--- config.mk ---
export PLATFORM = sky130hd
export DESIGN_NAME = risc_intc
export DESIGN_NICKNAME = d
export VERILOG_FILES = /design/src/rtl/risc_intc.sv
export SDC_FILE = /design/constraint.sdc
export NUM_CORES = 1
export LEC_CHECK = 0
export CORE_ASPECT_RATIO = 1.1
export CORE_UTILIZATION = 49
export DETAILED_ROUTE_END_ITERATION = 10
export PLACE_DENSITY = 0.9
export SYNTH_ARGS = -nofsm -noshare
export SYNTH_HDL_FRONTEND = slang
export SYNTH_SLANG_ARGS = --single-unit
--- constraint.sdc ---
create_clock -name clk -period 6.5 [get_ports clk]
set_input_delay 0.65 -clock clk [delete_from_list [all_inputs] [get_ports clk]]
set_output_delay 0.65 -clock clk [all_outputs]
set_load 0.01 [all_outputs]
--- src/rtl/risc_intc.sv ---
// Multi-source vectored interrupt controller: synchronised, edge-latched, maskable channels
// arbitrated by fixed priority (lowest index wins). Optional level mode under RISC_INTC_LEVEL_EN.
module risc_intc #(
  parameter int unsigned       N_IRQ      = 4,
  parameter int unsigned       VEC_W      = 16,
  parameter logic [VEC_W-1:0]  BASE_VEC   = 16'h0100,
  parameter int unsigned       VEC_STRIDE = 4,
  parameter int unsigned       OVF_W      = 8,
  localparam int unsigned      ID_W       = (N_IRQ > 1) ? $clog2(N_IRQ) : 1
) (
  input  logic             clk,
  input  logic             rst,
  input  logic [N_IRQ-1:0] irq_in,
`ifdef RISC_INTC_LEVEL_EN
  input  logic             mode_sel,
`endif
  input  logic             mask_we,
  input  logic [N_IRQ-1:0] mask_wdata,
  output logic [N_IRQ-1:0] mask_q,
  output logic [N_IRQ-1:0] pend_q,
  output logic             int_req,
  input  logic             int_ack,
  input  logic             int_done,
  output logic [VEC_W-1:0] int_vec,
  output logic [ID_W-1:0]  int_id,
  output logic             busy,
  output logic [OVF_W-1:0] ovf_cnt,
  input  logic             ovf_clr
);

  typedef enum logic [1:0] {IDLE, REQ, SERV} state_t;

  state_t             state, state_n;
  logic [N_IRQ-1:0]   s1, s2, s3;
  logic [N_IRQ-1:0]   rise, clr, lost, elig, pend_n;
  logic [ID_W-1:0]    win, id_n;
  logic [VEC_W-1:0]   vec_n;
  logic               req_n, busy_n;
  logic [4:0]         lost_n;
  logic [OVF_W+4:0]   ovf_sum;
`ifdef RISC_INTC_LEVEL_EN
  logic [N_IRQ-1:0]   mode_q;
`endif

  always_ff @(posedge clk or posedge rst) begin
    if (rst) begin
      s1 <= '0;
      s2 <= '0;
      s3 <= '0;
    end else begin
      s1 <= irq_in;
      s2 <= s1;
      s3 <= s2;
    end
  end

  assign rise = s2 & ~s3;
  assign elig = pend_q & mask_q;

  always_comb begin
    clr = '0;
    if (state == REQ && int_ack) clr[int_id] = 1'b1;
    pend_n = (pend_q & ~clr) | rise;
    lost   = rise & pend_q;
`ifdef RISC_INTC_LEVEL_EN
    // Level channels mirror the synchronised line and never count overruns.
    pend_n = (pend_n & ~mode_q) | (s2 & mode_q);
    lost   = lost & ~mode_q;
`endif
    lost_n = '0;
    for (int unsigned i = 0; i < N_IRQ; i++) lost_n = lost_n + 5'(lost[i]);
    ovf_sum = (OVF_W+5)'(ovf_cnt) + (OVF_W+5)'(lost_n);
  end

  always_comb begin
    win = '0;
    for (int unsigned i = N_IRQ; i > 0; i--)
      if (elig[i-1]) win = ID_W'(i-1);
  end

  always_ff @(posedge clk or posedge rst) begin
    if (rst) begin
      mask_q  <= '0;
      pend_q  <= '0;
      ovf_cnt <= '0;
`ifdef RISC_INTC_LEVEL_EN
      mode_q  <= '0;
`endif
    end else begin
`ifdef RISC_INTC_LEVEL_EN
      if (mask_we && mode_sel)  mode_q <= mask_wdata;
      if (mask_we && !mode_sel) mask_q <= mask_wdata;
`else
      if (mask_we) mask_q <= mask_wdata;
`endif
      pend_q <= pend_n;
      if (ovf_clr)                         ovf_cnt <= '0;
      else if (|ovf_sum[OVF_W+4:OVF_W])    ovf_cnt <= '1;
      else                                 ovf_cnt <= ovf_sum[OVF_W-1:0];
    end
  end

  always_ff @(posedge clk or posedge rst) begin
    if (rst) begin
      state   <= IDLE;
      int_req <= 1'b0;
      busy    <= 1'b0;
      int_id  <= '0;
      int_vec <= BASE_VEC;
    end else begin
      state   <= state_n;
      int_req <= req_n;
      busy    <= busy_n;
      int_id  <= id_n;
      int_vec <= vec_n;
    end
  end

  always_comb begin
    state_n = state;
    req_n   = int_req;
    busy_n  = busy;
    id_n    = int_id;
    vec_n   = int_vec;
    case (state)
      IDLE: if (|elig) begin
        id_n    = win;
        vec_n   = BASE_VEC + VEC_W'(win) * VEC_W'(VEC_STRIDE);
        req_n   = 1'b1;
        state_n = REQ;
      end
      REQ: if (int_ack) begin
        req_n   = 1'b0;
        busy_n  = 1'b1;
        state_n = SERV;
      end
      SERV: if (int_done) begin
        busy_n  = 1'b0;
        state_n = IDLE;
      end
      default: state_n = IDLE;
    endcase
  end

endmodule

== Yosys cells after proc, flatten, opt, wreduce, memory -nomap -nowiden ==
Cells that the tools add are included.
Storage, ports and cells
  input port bits: 14
  output and inout bits: 36
  register bits: 50
  logic and storage cells: 60
Cells by class
  muxes and demuxes: 19
  reductions and logical operators: 11
  bitwise operators: 7
  add/sub/neg operators: 5
  order comparisons: 2
  eq/ne operators: 5
Operators with widths (count)
  4-bit bitwise AND: 4
  8-bit 2-to-1 mux: 2
  2-bit 2-to-1 mux: 7
  9-bit by 4-bit adder with 10-bit output, first input constant: 1
  8-bit by 4-bit adder with 9-bit output: 1
  3-bit AND reduction: 3
  4-bit inverter: 2
  2-bit != test, second input constant: 3
  2-bit case mux with 3 select lines: 1
  1-bit 2-to-1 mux: 5
  5-bit OR reduction: 1
  3-bit by 1-bit adder with 4-bit output: 1
  4-bit 2-to-1 mux: 1
  4-bit bitwise OR: 1
  1-bit case mux with 2 select lines: 2
  2-bit nonzero test: 2
  4-bit OR reduction: 1
  2-bit by 1-bit adder with 3-bit output: 1
  2-bit by 3-bit less-than comparator with 1-bit output, second input constant: 1
  1-bit by 1-bit adder with 2-bit output: 1
  1-bit demux with 2-bit select: 1
  2-bit by 1-bit equality test with 1-bit output, second input constant: 1
  2-bit equality test, second input constant: 1
  2-bit by 1-bit greater-or-equal comparator with 1-bit output, second input constant: 1
  3 further kinds: 4

== Depth between registers and ports, before layout ==
  depth in word-level cells: 10
  gate-level depth with buffers: 9

== Least setup slack after synthesis ==
OpenSTA, ideal clock, no wires.
  kind: flip-flop to flip-flop
  start point: register pend_q[0]
  end point: register ovf_cnt[6]
  data required time: 6.368 ns
  stages on the path, launching flop included: 9
  slack: 4.154 ns
  library setup time: 0.132 ns
  arrival: 2.214 ns
  clock period less this slack: 2.346 ns
  cell sequence: dfrtp_1 nand3b_1 fa_1 fa_1 inv_1 fa_1 nand3_1 nor4b_1 nor3_1
Between the ends
  longest elaborated chain between the ends: 8
Ends and longest elaborated chain
  start, declared: line 20  | output logic [N_IRQ-1:0] pend_q,
  start signal, assigned: line 96  | pend_q <= pend_n;
  4-bit bitwise AND (*): line 64  | lost = rise & pend_q;
  1-bit by 1-bit adder with 2-bit output (*): line 71  | for (int unsigned i = 0; i < N_IRQ; i++) lost_n = lost_n + 5'(lost[i]);
  2-bit by 1-bit adder with 3-bit output (*): line 71
  3-bit by 1-bit adder with 4-bit output (*): line 71
  8-bit by 4-bit adder with 9-bit output (*): line 72  | ovf_sum = (OVF_W+5)'(ovf_cnt) + (OVF_W+5)'(lost_n);
  5-bit OR reduction: line 98  | else if (|ovf_sum[OVF_W+4:OVF_W]) ovf_cnt <= '1;
  8-bit 2-to-1 mux (*): line 98
  8-bit 2-to-1 mux (*): line 97  | if (ovf_clr) ovf_cnt <= '0;
  end signal, assigned: line 99  | else ovf_cnt <= ovf_sum[OVF_W-1:0];
  end, declared: line 27  | output logic [OVF_W-1:0] ovf_cnt,
Every way passes the cells marked *; elsewhere a longest branch is shown, timed or not.
A chain may end at the register's enable or synchronous reset.

== Worst setup path in the final report ==
  start point: register s3[2]
  end point: register ovf_cnt[6]
Between the ends
  longest elaborated chain between the ends: 9
Ends and longest elaborated chain
  start, declared: line 34  | logic [N_IRQ-1:0] s1, s2, s3;
  start signal, assigned: line 49  | s3 <= '0;
  start signal, assigned: line 53  | s3 <= s2;
  4-bit inverter (*): line 57  | assign rise = s2 & ~s3;
  4-bit bitwise AND (*): line 57
  4-bit bitwise AND (*): line 64
  2-bit by 1-bit adder with 3-bit output (*): line 71
  3-bit by 1-bit adder with 4-bit output (*): line 71
  8-bit by 4-bit adder with 9-bit output (*): line 72
  5-bit OR reduction: line 98
  8-bit 2-to-1 mux (*): line 98
  8-bit 2-to-1 mux (*): line 97
Marked as above.

==> results.json <==
{
  "routedWlPerCell_um": 14.94,
  "critical_path.n_buffers_inverters": 1,
  "cts_tree": "built",
  "dp_hpwl_um": 2226,
  "status": "complete, no violations",
  "holdBufCountCts": 0,
  "cts-htree-levels": 2,
  "irDropWorstVdd_mv": 0.2715,
  "layout_min_cycle_time_ns": 2.587,
  "synth_area_per_cell_um2": 11.42,
  "synth.distinct_cells": 36,
  "num_antenna_cells": 0,
  "detail_route.drc_violations": 0,
  "timing.setup.tns_ns": 0,
  "report.final.slew_viol_count": 0,
  "power_density_mw_per_mm2": 350.7,
  "io_pins": 50,
  "crit_top_cell": "sky130_fd_sc_hd__fa_1",
  "seq_area_frac_synth_pct": 55.60,
  "firstDrtPassIters": 4,
  "period_share_pct": 39.80,
  "synthesis.instances": 134,
  "hp-start": "s1[1]$_DFF_PP0_",
  "grt_setup_unrepaired": "no",
  "r2r_setup_slack_ns": 3.91,
  "worstHoldPathType": "reg2reg",
  "worstSetupEndpointType": "register",
  "max_cap_violations": 0,
  "grt_pass1_vias": 1113,
  "finish.net_count": 190,
  "clkTransAtPathRegs_ns": 0.11,
  "grt-ovfl-total": 0,
  "most_used_cells_in_the_layout_excluding_fill_and_tap_cells": "sky130_fd_sc_hd__clkdlybuf4s50_1 (35), sky130_fd_sc_hd__dfrtp_1 (34), sky130_fd_sc_hd__conb_1 (14), sky130_fd_sc_hd__nand2_1 (12), sky130_fd_sc_hd__a21oi_1 (9)",
  "timing.final.hold_violations": 0,
  "seq_area_um2": 850.8,
  "regToRegStartpoint": "s3[2]$_DFF_PP0_",
  "fp-row-count": 20,
  "final_antenna_net_count": 0,
  "synth.top_cells.by_area": "sky130_fd_sc_hd__dfrtp_1 (56%), sky130_fd_sc_hd__buf_4 (7.8%), sky130_fd_sc_hd__fa_1 (3.9%)",
  "layout_commonest_cell": "sky130_fd_sc_hd__clkdlybuf4s50_1",
  "syn-cell-area_mm2": 0.001530,
  "total_of_warnings_raised_by_yosys": 0,
  "global_route.usage.met3_pct": 7.676,
  "n_fill_cell": 236,
  "required_arrival_time_at_the_worst_endpoint_ns": 6.73,
  "area_growth_pct": 24.78,
  "synth_top_area_share_pct": 55.60,
  "grt_first_pass_wirelength_um": 5271,
  "cts_resized": 0,
  "timing.reg2reg.worst_path_depth": 9,
  "grt_antenna_before_repair": 0,
  "cpMaxStageDelayCell": "sky130_fd_sc_hd__fa_1",
  "report.final.setup_viol": 0,
  "crit_path_cell_trace": "nor2b_1 -> nand2_1 -> fa_1 -> fa_1 -> inv_1 -> fa_1 -> nand3_1 -> nor4b_1 -> nor3_1",
  "die_area_mm2": 0.003351,
  "critPathLaunchType": "register",
  "gr-usage-met1_pct": 24.72,
  "r2r_path_end": "ovf_cnt[6]$_DFF_PP0_",
  "holdPathStages": 0,
  "final_layout_size_suffix_gt1_share_pct": 10.98,
  "top_usage_layer": "met2",
  "die_h_um": 60.61,
  "multiInputGateArea_um2": 570.5,
  "detail_route.iter0.violations": 35,
  "crit_family": "adder cells",
  "totalPowerFinal_uw": 669.5,
  "maximum_fanout_count_along_the_critical_path": 4,
  "io_buffer_count": 35,
  "post_synth_top_area_cell": "sky130_fd_sc_hd__dfrtp_1",
  "detail_route.wirelength_um": 3077,
  "route.vias.total": 1096,
  "library_cell_used_as_clock_root_buffer": "sky130_fd_sc_hd__clkbuf_4",
  "max_clock_freq_mhz": 386.6,
  "cpPeakStageDelay_ns": 0.47,
  "setup.worst_path.class": "reg2reg",
  "post_cts_buffers": 0,
  "initial_core_util_pct": 53.17,
  "grtUsageTotal_pct": 21.06,
  "design.core.area_mm2": 0.002878,
  "finalWeightedCongestion": 0.8607,
  "cts_buffers": 5,
  "grt.met2_usage_pct": 35.97,
  "final.setup_skew_ns": 0.01567,
  "drt-vias-per-instance": 5.320,
  "die_width_um": 55.28,
  "clkSinkCount": 34,
  "clkLatencyLatePin_ns": 0.35,
  "buffer_levels_on_the_longest_clock_path": 2,
  "synth-seq-cells": 34,
  "worst_path_arrival_time_ns": 2.82,
  "total_leakage_power_uw": 0.0008302,
  "timing.hold.worst_endpoint": "s2[1]$_DFF_PP0_",
  "grt_start_max_net_pins": 35
}
[cell type report]
| class | count | area share [%] |
|---|---|---|
| timing repair buffer | 36 | 18.74 |
| multi-input combinational | 87 | 29.88 |
| tap | 33 | 2.163 |
| sequential | 34 | 44.56 |
| clock inverter | 3 | 1.114 |
| clock buffer | 5 | 1.966 |
| inverter | 8 | 1.573 |
[layer usage]
metal | wire (um) | share of wire [%]
met1 | 1214 | 39
met2 | 1593 | 52
met3 | 183 | 5.9
met4 | 85 | 2.8
met5 | 0 | 0
[how the worst max path moves through the flow]
stage	endpoint	depth (start not counted)	from	slack [ns]
6_report	ovf_cnt[6]$_DFF_PP0_	9	s3[2]$_DFF_PP0_	3.91
3_5_place_dp	ovf_cnt[6]$_DFF_PP0_	9	s3[2]$_DFF_PP0_	3.89
5_1_grt	ovf_cnt[6]$_DFF_PP0_	8	pend_q[0]$_DFF_PP0_	3.65
2_1_floorplan	ovf_cnt[6]$_DFF_PP0_	8	pend_q[0]$_DFF_PP0_	4.15
4_1_cts	ovf_cnt[6]$_DFF_PP0_	9	s3[2]$_DFF_PP0_	3.90
3_3_place_gp	ovf_cnt[6]$_DFF_PP0_	9	s3[2]$_DFF_PP0_	4.10
[sequential cells by signal (all words and copies together), names as in the netlist]
| signal | flops |
|---|---|
| pend_q | 4 |
| int_req | 1 |
| mask_q | 4 |
| s2 | 4 |
| int_id | 2 |
| state | 2 |
| ovf_cnt | 8 |
| s1 | 4 |
| s3 | 4 |
| busy | 1 |
[Yosys cell counts (all sizes together)]
| library cell | count |
|---|---|
| and3 | 1 |
| or3 | 1 |
| a31oi | 1 |
| nand3 | 3 |
| a41oi | 1 |
| nand3b | 3 |
| fa | 3 |
| mux2 | 5 |
| inv | 8 |
| nor4b | 1 |
| nand2b | 2 |
| a21o | 4 |
| and4 | 1 |
| o21a | 1 |
| o21ai | 3 |
| a32oi | 1 |
| a22oi | 1 |
| and3b | 1 |
| a211oi | 3 |
| conb | 2 |
| a21oi | 10 |
| nor3 | 1 |
| a311oi | 1 |
| buf | 17 |
| o31ai | 2 |
| nand2 | 12 |
| ha | 1 |
| dfrtp | 34 |
| xnor2 | 2 |
| nor2 | 6 |
| nor2b | 2 |
[cells by family after synthesis]
group / synth area share (%)
fa+ha+maj: 4.742
other cells: 0.4908
buf+inv: 10.06
compound gates: 12.18
simple gates: 11.86
xor+xnor: 1.145
mux: 3.924
flops: 55.60
[power by group]
part	total, uW	internal (uW)	switching [uW]
combinational	243	139	104
clock	118	42.0	76.1
sequential	308	254	54.3
total	670	435	235
[worst reg2reg max path, cell delays in order, from the launching register on]
cell	delay (ns)
sky130_fd_sc_hd__dfrtp_1	0.39
sky130_fd_sc_hd__nor2b_1	0.14
sky130_fd_sc_hd__nand2_1	0.08
sky130_fd_sc_hd__fa_1	0.47
sky130_fd_sc_hd__fa_1	0.44
sky130_fd_sc_hd__inv_1	0.08
sky130_fd_sc_hd__fa_1	0.23
sky130_fd_sc_hd__nand3_1	0.15
sky130_fd_sc_hd__nor4b_1	0.38
sky130_fd_sc_hd__nor3_1	0.10
[per-stage QoR]
step	cell area, um^2	util [%]	hold WS, ns	std cells	setup slack, ns
floorplan	1575	-	0.3312	146	4.154
global placement	1851	64.30	0.3318	198	4.100
detailed placement	1851	64.30	0.3364	198	3.894
CTS	1909	66.35	0.3629	206	3.904
global route	1909	66.35	0.3734	206	3.653
finish	1909	66.35	0.3651	206	3.913
Power figures use the tool's default switching activity.
==> RTL edit (config.mk and constraints unchanged) <==
Put one more register stage on the output `ovf_cnt`, with the module's reset. The value now appears one clock later. The other outputs are not delayed to match.
--- a/src/rtl/risc_intc.sv
+++ b/src/rtl/risc_intc.sv
@@ -30,4 +30,6 @@
 
   typedef enum logic [1:0] {IDLE, REQ, SERV} state_t;
+
+  logic [OVF_W-1:0] ovf_cnt_s0;
 
   state_t             state, state_n;
@@ -70,5 +72,5 @@
     lost_n = '0;
     for (int unsigned i = 0; i < N_IRQ; i++) lost_n = lost_n + 5'(lost[i]);
-    ovf_sum = (OVF_W+5)'(ovf_cnt) + (OVF_W+5)'(lost_n);
+    ovf_sum = (OVF_W+5)'(ovf_cnt_s0) + (OVF_W+5)'(lost_n);
   end
 
@@ -83,5 +85,5 @@
       mask_q  <= '0;
       pend_q  <= '0;
-      ovf_cnt <= '0;
+      ovf_cnt_s0 <= '0;
 `ifdef RISC_INTC_LEVEL_EN
       mode_q  <= '0;
@@ -95,7 +97,7 @@
 `endif
       pend_q <= pend_n;
-      if (ovf_clr)                         ovf_cnt <= '0;
-      else if (|ovf_sum[OVF_W+4:OVF_W])    ovf_cnt <= '1;
-      else                                 ovf_cnt <= ovf_sum[OVF_W-1:0];
+      if (ovf_clr)                         ovf_cnt_s0 <= '0;
+      else if (|ovf_sum[OVF_W+4:OVF_W])    ovf_cnt_s0 <= '1;
+      else                                 ovf_cnt_s0 <= ovf_sum[OVF_W-1:0];
     end
   end
@@ -143,4 +145,12 @@
   end
 
+  always_ff @(posedge clk or posedge rst) begin
+    if (rst) begin
+      ovf_cnt <= '0;
+    end else begin
+      ovf_cnt <= ovf_cnt_s0;
+    end
+  end
+
 endmodule
 
Check against the original RTL: not equivalent (Yosys sat finds a counterexample within 10 cycles, from zero or initial values and one cycle with rst high).
==> RTL edit against the unedited design <==
  * First-iteration DRC count grew 74%
  * Setup slack worse by 0.095 ns
  * Cell area rose by 14%
  * Highest routed layer unchanged
  * Critical path depth stayed put
  * Synthesized cell count is 6.7% higher
  * Worst hold slack improved by 0.0075 ns
  * Sequential cell count grew 8
  * Critical path type unchanged
  * Wire length decreased by 1.7%
  * Area after synthesis grew 13%
  * Power increased by 19%
  * Largest power group unchanged
==> RTL edit: results (changes against the unedited design) <==
share of cells above drive strength 1=0.0884 (-0.0214); GRT Util Overall=0.185 (-0.0253); crit path DAT=2.91 ns (+0.09 ns); PostCTS Resize Cnt=0 (unchanged); vias in the first global route=1,119 (+0.54%); CTS root buf=clkbuf_4; fin nets=198 (+4.2%); Hold Path Depth=0 (unchanged); Clock Latency Late Sink=0.35 ns (about the same); routability cong.=0.838 (-2.6%); Regs by FF count=ovf_cnt x8, ovf_cnt_s0 x8; DR vias/cell=5.04 (-5.3%); CP max FO=7 (+3); Primary FF master, synth=dfrtp_1; worst r2r src=s3[0]; Synth cell types=37 (+2.8%); Ys Warns=0 (unchanged); met2 global-route usage=0.315 (-0.0451); deepest clock path buffer count=2 (unchanged); ANT cells=0 (unchanged); first-pass GRT wire length=5110 µm (-3.0%); r2r setup slk=3.82 ns (-0.09 ns); slowest CP cell=fa_1; Filler Cell Count=277 (+17%); H-Tree Depth=2 (unchanged); Hold Startpoint=s1[2]; actual slew at the worst max-slew pin=0.505 ns; Global Route met1 Usage=0.221 (-0.0260); Worst Skew=0.0144 ns (-0.00124 ns); R2R Path End=ovf_cnt_s0[6]; outcome=completed; Initial DRC Count=61 (+74%); Peak VDD IR=0.000152 V (-44%); Leakage Power=0.988 nW (+19%); Switch Pwr=0.000232 W (-1.3%); Async S/R FF share, synth=1.00 (unchanged); postcts setup bufs=0 (unchanged); PortBufs=35 (unchanged); post-detail-place hpwl=2220 µm (-0.47%); HP Class=flop to flop; WHS Endpoint=s2[2]; Clk pin slew, worst setup/hold paths=0.13 ns (+0.02 ns); largest stage delay on the critical path=0.49 ns (+0.02 ns); sequential area share after synthesis=0.608 (+0.0522); initial antenna violation count=0 (unchanged); Post-synth top cells=dfrtp_1, buf_4, nand2_1; DR pass1 iterations=4 (unchanged); worst r2r path cells=9 (unchanged); final wirelength=3030 µm (-1.7%); synth top area cells=dfrtp_1, buf_4, fa_1; largest net degree at the start of global routing=43 (+23%); GR Util met3=0.0445 (-0.0322); Num CTS Buffers=5 (unchanged)
## RTL edit: layer usage
layer,part of all wire,vias up
met5,0,-
met1,0.39,557
met2,0.53,54
met4,0.019,0
met3,0.060,7
li1,-,536
## RTL edit: stage by stage
step	hold WS, ns	setup slack [ns]	area (µm²)	std cells
after floorplan	0.331	4.00	1770	155
after global placement	0.334	4.00	2060	221
after detailed placement	0.341	3.89	2060	221
after CTS	0.369	3.83	2170	229
after global routing	0.373	3.65	2170	229
final	0.373	3.82	2170	229
## RTL edit: logic make-up after synthesis
family / share of synthesized area
AO/OA/AOI/OAI: 0.112
buffers and inverters: 0.0920
AND/OR/NAND/NOR: 0.0970
flip-flops: 0.608
adder cells (fa/ha/maj): 0.0420
other: 0.00435
XOR/XNOR: 0.0101
multiplexers: 0.0348
## RTL edit: final cells by class
| class | count | area (µm²) | area share |
|---|---|---|---|
| sequential | 42 | 1050 | 0.484 |
| multi-input combinational | 87 | 563 | 0.259 |
| timing repair buffer | 36 | 358 | 0.165 |
| clock inverter | 2 | 60.1 | 0.0276 |
| tap | 48 | 60.1 | 0.0276 |
| clock buffer | 6 | 51.3 | 0.0236 |
| inverter | 8 | 30.0 | 0.0138 |
## RTL edit: worst max-delay path: cells and delay by family (launching register included)
family / cells / cell delay [ns]
DFF: 1 / 0.39
adders and majority gates: 3 / 1.18
buffers and inverters: 1 / 0.09
and+or+nand+nor: 5 / 0.91
## RTL edit: how the worst max path moves through the flow
stage,from,endpoint,slack (ns),depth (start not counted)
finish,s3[0],ovf_cnt_s0[6],3.82,9
global route,pend_q[0],ovf_cnt_s0[6],3.65,9
CTS,s3[0],ovf_cnt_s0[6],3.83,9
detailed placement,s3[0],ovf_cnt_s0[6],3.89,9
global placement,s3[0],ovf_cnt_s0[6],4.00,9
floorplan,pend_q[0],ovf_cnt_s0[6],4.00,10
## RTL edit: power groups by stage
stage	Clock, W	Sequential (W)	Combinational, W
after floorplan	0	0.000369	0.000125
after global placement	0	0.000362	0.000222
after detailed placement	0	0.000366	0.000227
after CTS	0.000216	0.000361	0.000228
after global routing	0.000226	0.000370	0.000248
final	0.000212	0.000360	0.000226
